`src/rtl/dpram_arb_pkg.sv`:
```
// Shared types and sizing helpers for the dual-port RAM round-robin arbiter.
package dpram_arb_pkg;

  // Requester index width; never narrower than one bit so NREQ=2 still works.
  function automatic int req_idx_w(input int n);
    return (n > 2) ? $clog2(n) : 1;
  endfunction

  typedef enum logic [1:0] {
    RD_IDLE   = 2'd0,
    RD_ISSUE  = 2'd1,
    RD_RETURN = 2'd2
  } rd_state_e;

endpackage

```
`src/rtl/rr_arbiter.sv`:
```
// Round-robin arbiter: search starts at the stored pointer, pointer moves past
// each winner and wraps explicitly at N-1 so non-power-of-2 N is handled.
module rr_arbiter
  import dpram_arb_pkg::*;
#(
  parameter int N     = 4,
  parameter int IDX_W = 2
) (
  input  logic             clk,
  input  logic             rst_n,
  input  logic             advance,
  input  logic [N-1:0]     req,
  output logic [N-1:0]     gnt,
  output logic [IDX_W-1:0] gnt_idx,
  output logic             gnt_any
);

  localparam int CW = IDX_W + 1;

  logic [IDX_W-1:0] ptr_q;
  logic [IDX_W-1:0] ptr_d;
  logic [CW-1:0]    cand_s;

  // Priority search from the pointer; cand_s never exceeds 2N-2 before the wrap.
  always_comb begin
    gnt_idx = '0;
    gnt_any = 1'b0;
    cand_s  = '0;
    for (int k = 0; k < N; k++) begin
      cand_s = {1'b0, ptr_q} + CW'(k);
      if (cand_s >= CW'(N)) begin
        cand_s = cand_s - CW'(N);
      end else begin
        cand_s = cand_s;
      end
      if (advance && !gnt_any && req[cand_s[IDX_W-1:0]]) begin
        gnt_any = 1'b1;
        gnt_idx = cand_s[IDX_W-1:0];
      end else begin
        gnt_any = gnt_any;
      end
    end
    gnt = gnt_any ? (N'(1) << gnt_idx) : '0;
  end

  always_comb begin
    if (!gnt_any) begin
      ptr_d = ptr_q;
    end else if (gnt_idx == IDX_W'(N - 1)) begin
      ptr_d = '0;
    end else begin
      ptr_d = gnt_idx + IDX_W'(1);
    end
  end

  always_ff @(posedge clk) begin
    if (!rst_n) begin
      ptr_q <= '0;
    end else begin
      ptr_q <= ptr_d;
    end
  end

endmodule

```
`src/rtl/dpram_rr_arbiter.sv`:
```
// Shares one dual-port RAM among NREQ clients: independent round-robin write and
// read arbiters, a two-stage read tag pipe and registered, valid-qualified read data.
module dpram_rr_arbiter
  import dpram_arb_pkg::*;
#(
  parameter int NREQ      = 4,
  parameter int ADDR_SIZE = 4,
  parameter int DATA_SIZE = 8
) (
  input  logic                      clk,
  input  logic                      rst_n,
  input  logic                      en,
  input  logic [NREQ-1:0]           wr_req,
  input  logic [NREQ*ADDR_SIZE-1:0] wr_addr,
  input  logic [NREQ*DATA_SIZE-1:0] wr_data,
  output logic [NREQ-1:0]           wr_gnt,
  input  logic [NREQ-1:0]           rd_req,
  input  logic [NREQ*ADDR_SIZE-1:0] rd_addr,
  output logic [NREQ-1:0]           rd_gnt,
  output logic [NREQ-1:0]           rd_valid,
  output logic [DATA_SIZE-1:0]      rd_data,
  output logic                      ram_cs,
  output logic                      ram_we,
  output logic                      ram_re,
  output logic                      ram_oe,
  output logic [ADDR_SIZE-1:0]      ram_wr_address,
  output logic [ADDR_SIZE-1:0]      ram_rd_address,
  output logic [DATA_SIZE-1:0]      ram_data_in,
  input  logic [DATA_SIZE-1:0]      ram_data_out
);

  localparam int IW = req_idx_w(NREQ);

  logic                 arb_en_s;
  logic [IW-1:0]        wr_win_s;
  logic [IW-1:0]        rd_win_s;
  logic                 wr_any_s;
  logic                 rd_any_s;
  rd_state_e            phase_s;

  rd_state_e            pipe_q,      pipe_d;
  logic [IW-1:0]        tag_q,       tag_d;
  logic [ADDR_SIZE-1:0] hold_addr_q, hold_addr_d;
  logic [NREQ-1:0]      rd_valid_q,  rd_valid_d;
  logic [DATA_SIZE-1:0] rd_data_q,   rd_data_d;

  assign arb_en_s = en & rst_n;

  rr_arbiter #(.N(NREQ), .IDX_W(IW)) u_wr_arb (
    .clk     (clk),
    .rst_n   (rst_n),
    .advance (arb_en_s),
    .req     (wr_req),
    .gnt     (wr_gnt),
    .gnt_idx (wr_win_s),
    .gnt_any (wr_any_s)
  );

  rr_arbiter #(.N(NREQ), .IDX_W(IW)) u_rd_arb (
    .clk     (clk),
    .rst_n   (rst_n),
    .advance (arb_en_s),
    .req     (rd_req),
    .gnt     (rd_gnt),
    .gnt_idx (rd_win_s),
    .gnt_any (rd_any_s)
  );

  // A new grant takes the address bus even while the previous read is returning.
  always_comb begin
    phase_s = rd_any_s ? RD_ISSUE : pipe_q;
    if (!rst_n) begin
      phase_s = RD_IDLE;
    end else begin
      phase_s = phase_s;
    end
  end

  always_comb begin
    ram_we         = wr_any_s;
    ram_re         = (phase_s != RD_IDLE);
    ram_oe         = ram_re;
    ram_cs         = ram_we | ram_re;
    ram_wr_address = wr_any_s ? wr_addr[wr_win_s*ADDR_SIZE +: ADDR_SIZE] : '0;
    ram_data_in    = wr_any_s ? wr_data[wr_win_s*DATA_SIZE +: DATA_SIZE] : '0;
    case (phase_s)
      RD_ISSUE:  ram_rd_address = rd_addr[rd_win_s*ADDR_SIZE +: ADDR_SIZE];
      RD_RETURN: ram_rd_address = hold_addr_q;
      default:   ram_rd_address = '0;
    endcase
  end

  always_comb begin
    pipe_d      = rd_any_s ? RD_RETURN : RD_IDLE;
    tag_d       = rd_any_s ? rd_win_s : tag_q;
    hold_addr_d = rd_any_s ? rd_addr[rd_win_s*ADDR_SIZE +: ADDR_SIZE] : hold_addr_q;
    if (pipe_q == RD_RETURN) begin
      rd_valid_d = NREQ'(1) << tag_q;
      rd_data_d  = ram_data_out;
    end else begin
      rd_valid_d = '0;
      rd_data_d  = rd_data_q;
    end
  end

  always_ff @(posedge clk) begin
    if (!rst_n) begin
      pipe_q      <= RD_IDLE;
      tag_q       <= '0;
      hold_addr_q <= '0;
      rd_valid_q  <= '0;
      rd_data_q   <= '0;
    end else begin
      pipe_q      <= pipe_d;
      tag_q       <= tag_d;
      hold_addr_q <= hold_addr_d;
      rd_valid_q  <= rd_valid_d;
      rd_data_q   <= rd_data_d;
    end
  end

  assign rd_valid = rd_valid_q;
  assign rd_data  = rd_data_q;

endmodule
```
`config.mk`:
```
export PLATFORM = sky130hd
export DESIGN_NAME = dpram_rr_arbiter
export DESIGN_NICKNAME = d
export VERILOG_FILES = /design/src/rtl/dpram_arb_pkg.sv /design/src/rtl/rr_arbiter.sv /design/src/rtl/dpram_rr_arbiter.sv
export SDC_FILE = /design/constraint.sdc
export NUM_CORES = 1
export LEC_CHECK = 0
export BUFFER_PORTS_ARGS = -buffer_cell sky130_fd_sc_hd__clkbuf_2
export CAP_MARGIN = 10
export CORE_MARGIN = 8
export CORE_UTILIZATION = 45
export CTS_CLUSTER_DIAMETER = 60
export CTS_CLUSTER_SIZE = 20
export DETAILED_ROUTE_END_ITERATION = 8
export PLACE_DENSITY = 0.87
export SLEW_MARGIN = 20
export SYNTH_ARGS = -nofsm -noshare
export SYNTH_HDL_FRONTEND = slang
export SYNTH_SLANG_ARGS = --single-unit
```
`constraint.sdc`:
```
create_clock -name clk -period 3.6 [get_ports clk]
set_clock_uncertainty 0.1 [all_clocks]
set_input_delay 0.36 -clock clk [delete_from_list [all_inputs] [get_ports clk]]
set_output_delay 0.36 -clock clk [all_outputs]
set_load 0.03 [all_outputs]
```
==> flow_metrics.py, run 1 <==
metrics = {
    "status": {
        "status": "finished, final reports clean",
    },
    "placement": {
        "dp_cells": 457,
        "dp_hpwl_um": 5528,
        "place_area_mm2": 0.002860,
        "gp_congestion": 0.8264,
        "port_buffers": 122,
    },
    "timing": {
        "totalNegativeSetupSlack_ps": 0,
        "hold_viol_final": 0,
        "worst_pin_slew_ps": 725.2,
        "min_period_ps": 2927,
        "drv_slew": 0,
        "fmax_mhz": 341.6,
        "rsz0062_at_grt": "false",
        "setup_viol": 0,
        "holdWs_ps": 243.8,
        "maxSlewHeadroom_pct": 51.66,
        "period_share_pct": 81.32,
    },
    "cells_and_area": {
        "fin_cells": 461,
        "fillers": 426,
        "final_util_pct": 61.54,
        "synthToLayoutAreaGrowth_pct": 31.32,
        "layout-drive-gt1-share_pct": 39.09,
        "multi_input_area_mm2": 0.001597,
        "nets": 489,
        "seq_area_um2": 460.4,
        "diodes": 0,
        "fin_area_mm2": 0.002907,
    },
    "logic_synthesis": {
        "syn_avg_cell_area_um2": 7.877,
        "yosysSeqAreaShare_pct": 20.80,
        "syn_nets": 375,
        "mappedNetlistArea_mm2": 0.002213,
        "ys_types": 44,
        "ys.warnings.count": 0,
        "ys.flop_type": "dfxtp_1",
        "synth_edf_count": 0,
        "postSynthCellCount": 281,
        "synth-seq-cells": 23,
        "async_reset_ff_share_pct": 0,
    },
    "worst_setup_path": {
        "critPathKind": "reg2out",
        "start_kind": "flip-flop",
        "required_ps": 3140,
        "cp_max_fo": 20,
        "end_kind": "primary output",
        "cp.arrival_ps": 2470,
        "reg2reg_from": "u_rd_arb.ptr_q[1]",
        "crit_path_start": "u_wr_arb.ptr_q[1]",
    },
    "clock_tree": {
        "cts-buffers-inserted": 3,
        "cts-root-buf": "clkbuf_8",
        "clock_sinks": 23,
        "ctsResizeCount": 0,
        "ctsHoldBuffers": 0,
        "h-tree-depth": 1,
        "cts_tree": "yes",
        "cts_setup_buffers": 0,
        "cts_buffer_depth": 2,
        "clkSlewWorstSetupHoldPaths_ps": 90,
        "clk_latency_ps": 270,
    },
    "detailed_routing": {
        "drt_wl_total_um": 6778,
        "wire_per_inst_um": 14.70,
        "firstDrtPassIters": 4,
        "vias_per_cell": 5.178,
        "detail-route-antenna-nets": 0,
        "drtIter0Drc": 72,
        "route.detailed.drc": 0,
        "vias": 2387,
    },
    "global_routing": {
        "grt_pass1_wl_um": 10770,
        "grt.overflow.total": 0,
        "antenna_found_initial": 0,
        "grt_pass1_vias": 2389,
        "grt_usage_pct": 17.49,
        "grt_start_max_net_pins": 32,
    },
    "floorplanning": {
        "fp.dieW_um": 86.13,
        "pin_count": 123,
        "fp.dieH_um": 86.13,
        "fp.dieArea_mm2": 0.007418,
        "fp-row-count": 25,
        "core_area_mm2": 0.004723,
        "initial_core_util_pct": 46.86,
    },
    "hold_path": {
        "min_from": "ram_data_out[7]",
        "hp-class": "in2reg",
    },
    "power": {
        "ir_drop_mv": 0.2039,
        "p_leak_uw": 0.001424,
        "power_density_mw_per_mm2": 247.1,
    },
    "job": {
        "max_cap_violations": 0,
    },
}
## flip-flops by register name, summed over array words and instances (netlist names)
| name | cells |
|---|---|
| tag_q | 2 |
| u_wr_arb.ptr_q | 2 |
| hold_addr_q | 4 |
| rd_data | 8 |
| rd_valid | 4 |
| u_rd_arb.ptr_q | 2 |
| pipe_q | 1 |
## final timing paths
kind                       end  slack, ps  cells after the start
max          ram_wr_address[2]        670                      7
min                 rd_data[7]        240                      3
max reg2reg  u_rd_arb.ptr_q[1]       1470                      7
min reg2reg     hold_addr_q[0]        400                      2
## final cells by class
cell class / instances / area share (%)
Multi-Input combinational cell: 225 / 54.93
Timing Repair Buffer: 131 / 23.33
Sequential cell: 23 / 15.84
Tap cell: 67 / 2.884
Clock buffer: 3 / 1.421
Inverter: 11 / 1.421
Clock inverter: 1 / 0.1722
## critical path, stage by stage (launching register included)
cell and delay [ps]:
dfxtp_1 500, mux2i_1 220, nor2_1 80, nor3_4 370, buf_4 390, mux2i_1 250
mux2_2 170, clkbuf_2 200
## power breakdown
group          internal, uW  switching (uW)  total, uW
clock                  77.6            89.7        167
sequential              268            8.87        277
combinational           118             156        274
total                   463             255        718
## cells by family (layout without fill, tap and decap cells)
group,after synthesis,after routing,share of synthesized area (%)
buffers and inverters,33,146,7.405
and+or+nand+nor,121,121,27.93
AOI/OAI and AO/OA,46,46,14.53
muxes,47,47,23.12
DFF,23,23,20.80
adders and majority gates,11,11,6.218
## per-layer routing
metal	vias up	wire length (um)	track usage, %
met5	-	0	0
met4	0	94	5.414
met3	9	555	4.298
met2	107	3272	30.65
met1	1074	2856	20.20
li1	1197	-	-
## cell usage after synthesis, types with 2 or more instances
cell type	instances	share of area [%]
mux2_4	7	4.7
buf_1	3	0.51
buf_8	2	1.4
nor3b_1	11	3.7
dfxtp_1	23	21
and2_1	9	2.5
a31oi_1	3	0.85
mux2_2	5	2.5
nor2_1	4	0.68
nand2b_1	3	0.85
a21boi_0	3	1.0
buf_2	2	0.45
nor2b_1	11	3.1
a21oi_1	3	0.68
nand2_1	56	9.5
o21ai_0	15	3.4
buf_4	2	0.68
o21a_1	8	2.7
ha_1	11	6.2
mux2i_1	35	16
inv_1	11	1.9
nand3_1	17	3.8
clkbuf_1	12	2.0
o2111ai_1	5	2.0
## through the flow
step	worst slack [ps]	power, uW
floorplan	549.1	467.4
global placement	792.5	551.7
detailed placement	764.7	558.3
CTS	633.5	721.6
global route	512.7	755.3
finish	672.6	718.3
## layout by cell type, fill, tap and decap left out, drive strengths merged, types with 2 or more instances in the layout
| master | synthesis | layout |
|---|---|---|
| a21boi | 3 | 3 |
| a21oi | 3 | 3 |
| a31oi | 3 | 3 |
| and2 | 11 | 11 |
| buf | 10 | 9 |
| clkbuf | 12 | 125 |
| dfxtp | 23 | 23 |
| ha | 11 | 11 |
| inv | 11 | 11 |
| mux2 | 12 | 12 |
| mux2i | 35 | 35 |
| nand2 | 56 | 56 |
| nand2b | 3 | 3 |
| nand3 | 17 | 17 |
| nor2 | 5 | 5 |
| nor2b | 11 | 11 |
| nor3 | 2 | 2 |
| nor3b | 11 | 11 |
| o2111ai | 5 | 5 |
| o21a | 8 | 8 |
| o21ai | 15 | 15 |
Note: power is estimated with default switching activity, not from simulation.
==> run 2: changes to the inputs <==
Settings changed: CORE_UTILIZATION 45 to 41, PLACE_DENSITY 0.87 to 0.84.
Clock period 3.6 ns to 2.51 ns, I/O delays scaled along.
==> run 2 against run 1 <==
  * Worst hold slack got worse by 98 ps
  * Final area increased by 6.2%
  * Global-route usage decreased by 0.53 points
  * Non-clock buffer count increased by 6
  * Sequential share of layout area decreased by 0.77 points
  * Sequential power increased by 43%
  * Critical path depth unchanged
  * Count of clock-buffer cells in the layout unchanged
  * Cell count increased by 2.0%
  * Clock power increased by 35%
  * Combinational power increased by 59%
  * Setup slack got worse by 560 ps
  * Critical endpoint is now ram_data_in[2]
  * Largest power group is now combinational logic
  * Highest routed layer unchanged
==> flow_metrics.py, run 2 (synthesis results as in run 1) <==
metrics = {
    "global_routing": {
        "antenna_found_initial": 0,
        "grt.overflow.total": 0,
        "grt_usage_pct": 16.96,
        "grt_pass1_vias": 2446,
        "grt_pass1_wl_um": 11120,
        "grt_start_max_net_pins": 32,
    },
    "placement": {
        "port_buffers": 122,
        "dp_cells": 464,
        "gp_congestion": 0.7561,
        "dp_hpwl_um": 5871,
    },
    "floorplanning": {
        "initial_core_util_pct": 42.79,
        "fp.dieH_um": 89.48,
        "fp.dieW_um": 89.48,
        "fp-row-count": 26,
        "core_area_mm2": 0.005172,
        "pin_count": 123,
        "fp.dieArea_mm2": 0.008006,
    },
    "worst_setup_path": {
        "required_ps": 2160,
        "r2r_slack_ps": 620,
        "r2r_cells": 8,
        "start_kind": "flip-flop",
        "slowest_stage": "dfxtp_4",
        "cp_max_fo": 12,
        "end_kind": "primary output",
        "cp.arrival_ps": 2050,
        "cp_cell_sequence": "nand2b_1 -> a21oi_1 -> nor3_4 -> buf_12 -> mux2i_1 -> mux2_4 -> clkbuf_2",
        "critPathMaxStageDelay_ps": 410,
        "critPathKind": "reg2out",
    },
    "detailed_routing": {
        "met1_length_um": 2979,
        "firstDrtPassIters": 4,
        "route.detailed.drc": 0,
        "vias": 2458,
        "vias_per_cell": 5.230,
        "drt_wl_total_um": 7221,
        "detail-route-antenna-nets": 0,
        "drtIter0Drc": 47,
        "dr_wl_met2_um": 3456,
        "highest_layer": "met4",
        "wl_met3_um": 718,
        "wire_per_inst_um": 15.36,
    },
    "clock_tree": {
        "clock_sinks": 23,
        "cts-buffers-inserted": 3,
        "cts_tree": "yes",
        "clkSlewWorstSetupHoldPaths_ps": 80,
        "clk_latency_ps": 260,
        "h-tree-depth": 1,
        "ctsHoldBuffers": 0,
        "cts_buffer_depth": 2,
        "cts-root-buf": "clkbuf_8",
    },
    "cells_and_area": {
        "nets": 495,
        "diodes": 0,
        "final_cell_mix": "clkbuf_2 (122), nand2_1 (56), mux2i_1 (34)",
        "largest_register_ffs": 8,
        "synthToLayoutAreaGrowth_pct": 39.51,
        "final_util_pct": 59.70,
        "mostFrequentLayoutCell": "clkbuf_2",
        "layout-drive-gt1-share_pct": 43.00,
        "fin_cells": 470,
    },
    "hold_path": {
        "hp-class": "in2reg",
        "hold_depth": 3,
    },
    "power": {
        "netSwitchingFraction_pct": 34.97,
        "power.clock.fraction_pct": 21.4,
        "ir_drop_mv": 0.3288,
        "p_comb_share_pct": 41.1,
        "p_seq_share_pct": 37.5,
        "p_int_uw": 687.3,
        "power_density_mw_per_mm2": 342.3,
        "p_leak_uw": 0.001503,
        "p_switching_uw": 369.6,
    },
    "timing": {
        "worst_pin_slew_ps": 396.6,
        "drv_slew": 0,
        "holdWs_ps": 146.1,
        "fmax_mhz": 416.8,
        "hold_viol_final": 0,
        "rsz0062_at_grt": "true",
        "period_share_pct": 95.59,
        "maxSlewHeadroom_pct": 73.44,
        "setup_viol": 0,
        "min_period_ps": 2399,
    },
    "status": {
        "status": "finished, final reports clean",
    },
    "job": {
        "max_cap_violations": 0,
    },
}
[run 2: cell types whose count changed in the layout (fill, tap and decap cells not counted), sizes merged]
cell,delta
buf,+5
clkbuf,+1
[run 2: layout make-up]
cell class              instances  area, um2
fillers                       478       2085
multi-input cells             225       1665
repair buffers                137      782.0
flip-flops and latches         23      465.4
well taps                      70      87.58
clock buffers                   3      41.29
inverters                      11      41.29
clock inverters                 1      5.005
[run 2: path summary, 6_finish.rpt]
kind                      from           endpoint
max          u_wr_arb.ptr_q[1]     ram_data_in[2]
min            ram_data_out[6]         rd_data[6]
max reg2reg  u_wr_arb.ptr_q[1]  u_wr_arb.ptr_q[1]
min reg2reg           tag_q[1]        rd_valid[1]
[run 2: power by group through the flow]
stage	clock, uW	combinational, uW	sequential [uW]
5_1_grt	252	470	400
4_1_cts	234	420	397
3_5_place_dp	0	418	405
2_1_floorplan	0	258	417
6_report	226	435	396
3_3_place_gp	0	407	405
[run 2: timing repair]
item / in CTS / in global routing
pin swaps: 0 / 2
setup endpoints to repair: 3 / 24
resized for setup: 2 / 12
cloned: 0 / 1
buffers inserted: 0 / 1
[run 2: worst max-delay path: cells and delay by family, from the launching register on]
kind                   cells  cell delay, ps
AO/OA/AOI/OAI              1             110
buffers and inverters      2             400
flip-flops                 1             410
multiplexers               2             420
AND/OR/NAND/NOR            2             440
[run 2: per-stage QoR]
stage               total power, uW  setup WS (ps)  setup TNS [ps]  cell area [um2]
finish                         1057          110.8               0             3088
global route                   1122        -0.8795         -0.8795             3088
CTS                            1050          40.82               0             3007
detailed placement            823.4          42.45               0             2958
global placement              811.5          86.15               0             2958
floorplan                     674.1         -19.74          -39.47             2247
[run 2: per-layer routing]
metal,vias up,GRT usage [%]
met1,1120,19.61
met3,8,3.493
met2,114,31.31
li1,1216,-
met4,0,3.021
met5,-,0
==> run 3: changes to the inputs <==
Settings changed: GPL_ROUTABILITY_DRIVEN from default to 0, HOLD_SLACK_MARGIN from default to 0.05, RECOVER_POWER from default to 50.
==> run 3 against run 2 <==
  * Cell count is the same
  * Die area is the same
  * Global-route usage is the same
  * Sequential power is essentially flat
  * First-iteration DRC count shrank 6.4%
  * Count of clock-buffer cells in the layout is the same
  * Sequential share of layout area grew 0.092 points
  * Register-to-register slack is essentially flat
  * Maximum frequency shrank 0.81%
  * Utilization shrank 0.36 points
  * Non-clock buffer count is the same
  * Largest cell class unchanged
==> flow_metrics.py, run 3 (synthesis results as in run 1) <==
metrics = {
    "placement": {
        "dp_slack_ps": 42.45,
        "port_buffers": 122,
        "dp_hpwl_um": 5871,
    },
    "timing": {
        "fmax_mhz": 413.4,
        "holdWs_ps": 146.1,
        "hold_viol_final": 0,
        "totalNegativeSetupSlack_ps": 0,
        "finalWorstSetupSlack_ps": 91.11,
        "rsz0062_at_grt": "true",
        "period_share_pct": 96.37,
        "min_period_ps": 2419,
        "setup_viol": 0,
        "maxSlewHeadroom_pct": 55.60,
        "drv_slew": 0,
        "worst_pin_slew_ps": 666.0,
    },
    "detailed_routing": {
        "firstDrtPassIters": 4,
        "vias_per_cell": 5.230,
        "route.detailed.drc": 0,
        "drtIter0Drc": 44,
        "detail-route-antenna-nets": 0,
        "vias": 2458,
        "drt_wl_total_um": 7245,
        "wire_per_inst_um": 15.41,
    },
    "cells_and_area": {
        "diodes": 0,
        "mostFrequentLayoutCell": "clkbuf_2",
        "final_util_pct": 59.34,
        "largest_register_ffs": 8,
        "layout-drive-gt1-share_pct": 39.75,
        "synthToLayoutAreaGrowth_pct": 38.67,
        "nets": 495,
        "final_cell_mix": "clkbuf_2 (110), nand2_1 (56), mux2i_1 (34)",
    },
    "floorplanning": {
        "fp-row-count": 26,
        "core_area_mm2": 0.005172,
        "fp.dieArea_mm2": 0.008006,
        "initial_core_util_pct": 42.79,
        "fp.dieH_um": 89.48,
        "pin_count": 123,
        "fp.dieW_um": 89.48,
    },
    "power": {
        "p_leak_uw": 0.001459,
        "power_density_mw_per_mm2": 343.5,
        "ir_drop_mv": 0.3255,
    },
    "worst_setup_path": {
        "start_kind": "flip-flop",
        "end_kind": "primary output",
        "cp_max_fo": 12,
        "required_ps": 2160,
        "cp.arrival_ps": 2070,
        "critPathKind": "reg2out",
    },
    "clock_tree": {
        "clkSlewWorstSetupHoldPaths_ps": 80,
        "ctsHoldBuffers": 0,
        "cts_buffer_depth": 2,
        "cts-root-buf": "clkbuf_8",
        "cts_tree": "yes",
        "h-tree-depth": 1,
        "cts-buffers-inserted": 3,
        "clock_sinks": 23,
        "clk_latency_ps": 260,
    },
    "global_routing": {
        "antenna_found_initial": 0,
        "grt_pass1_vias": 2446,
        "grt_pass1_wl_um": 11120,
        "grt_start_max_net_pins": 32,
        "grt_usage_pct": 16.96,
        "grt.overflow.total": 0,
    },
    "status": {
        "status": "finished, final reports clean",
    },
    "job": {
        "max_cap_violations": 0,
    },
    "hold_path": {
        "hp-class": "in2reg",
    },
}
run 3: changes by cell type in the layout (fill, tap and decap cells not counted), sizes merged:
cell	change
clkbuf	+1
buf	-1
run 3: final timing paths:
path | start | end | slack, ps | cells past startpoint
min | ram_data_out[6] | rd_data[6] | 150 | 3
max reg2reg | u_wr_arb.ptr_q[1] | u_wr_arb.ptr_q[1] | 620 | 8
min reg2reg | tag_q[1] | rd_valid[1] | 390 | 1
max | u_wr_arb.ptr_q[1] | ram_data_in[2] | 90 | 7
run 3: layout make-up:
cell class | instances | area, um2
clock inverter | 1 | 5.005
sequential | 23 | 465.4
multi-input combinational | 225 | 1665
clock buffer | 3 | 41.29
tap | 70 | 87.58
timing repair buffer | 137 | 763.2
fill | 487 | 2103
inverter | 11 | 41.29
run 3: repair_timing:
action                                  in CTS  in global routing
cloned                                       0                  1
gates resized for setup                      2                 12
setup buffers                                0                  1
endpoints found under the setup margin       3                 24
pin swaps                                    0                  2
run 3: through the flow:
step,instances,power (uW),instance area [um2]
after global routing,470,1119,3069
after floorplan,281,674.1,2247
final,470,1054,3069
after CTS,468,1050,3007
after global placement,464,811.5,2958
after detailed placement,464,823.4,2958
run 3: power by group:
part           internal [uW]  total, uW  switching (uW)
sequential               384        396            12.7
combinational            191        433             242
clock                    111        225             115
run 3: worst max-delay path: stages (launching register included):
cell	delay [ps]
dfxtp_4	410
nand2b_1	120
a21oi_1	110
nor3_4	320
buf_12	200
mux2i_1	260
mux2_4	190
clkbuf_2	200
run 3: routing by layer:
| metal | vias up | wire, um | global-route usage (%) |
|---|---|---|---|
| li1 | 1215 | - | - |
| met1 | 1122 | 2984 | 19.61 |
| met2 | 113 | 3458 | 31.31 |
| met3 | 8 | 737 | 3.493 |
| met4 | 0 | 65 | 3.021 |
| met5 | - | 0 | 0 |
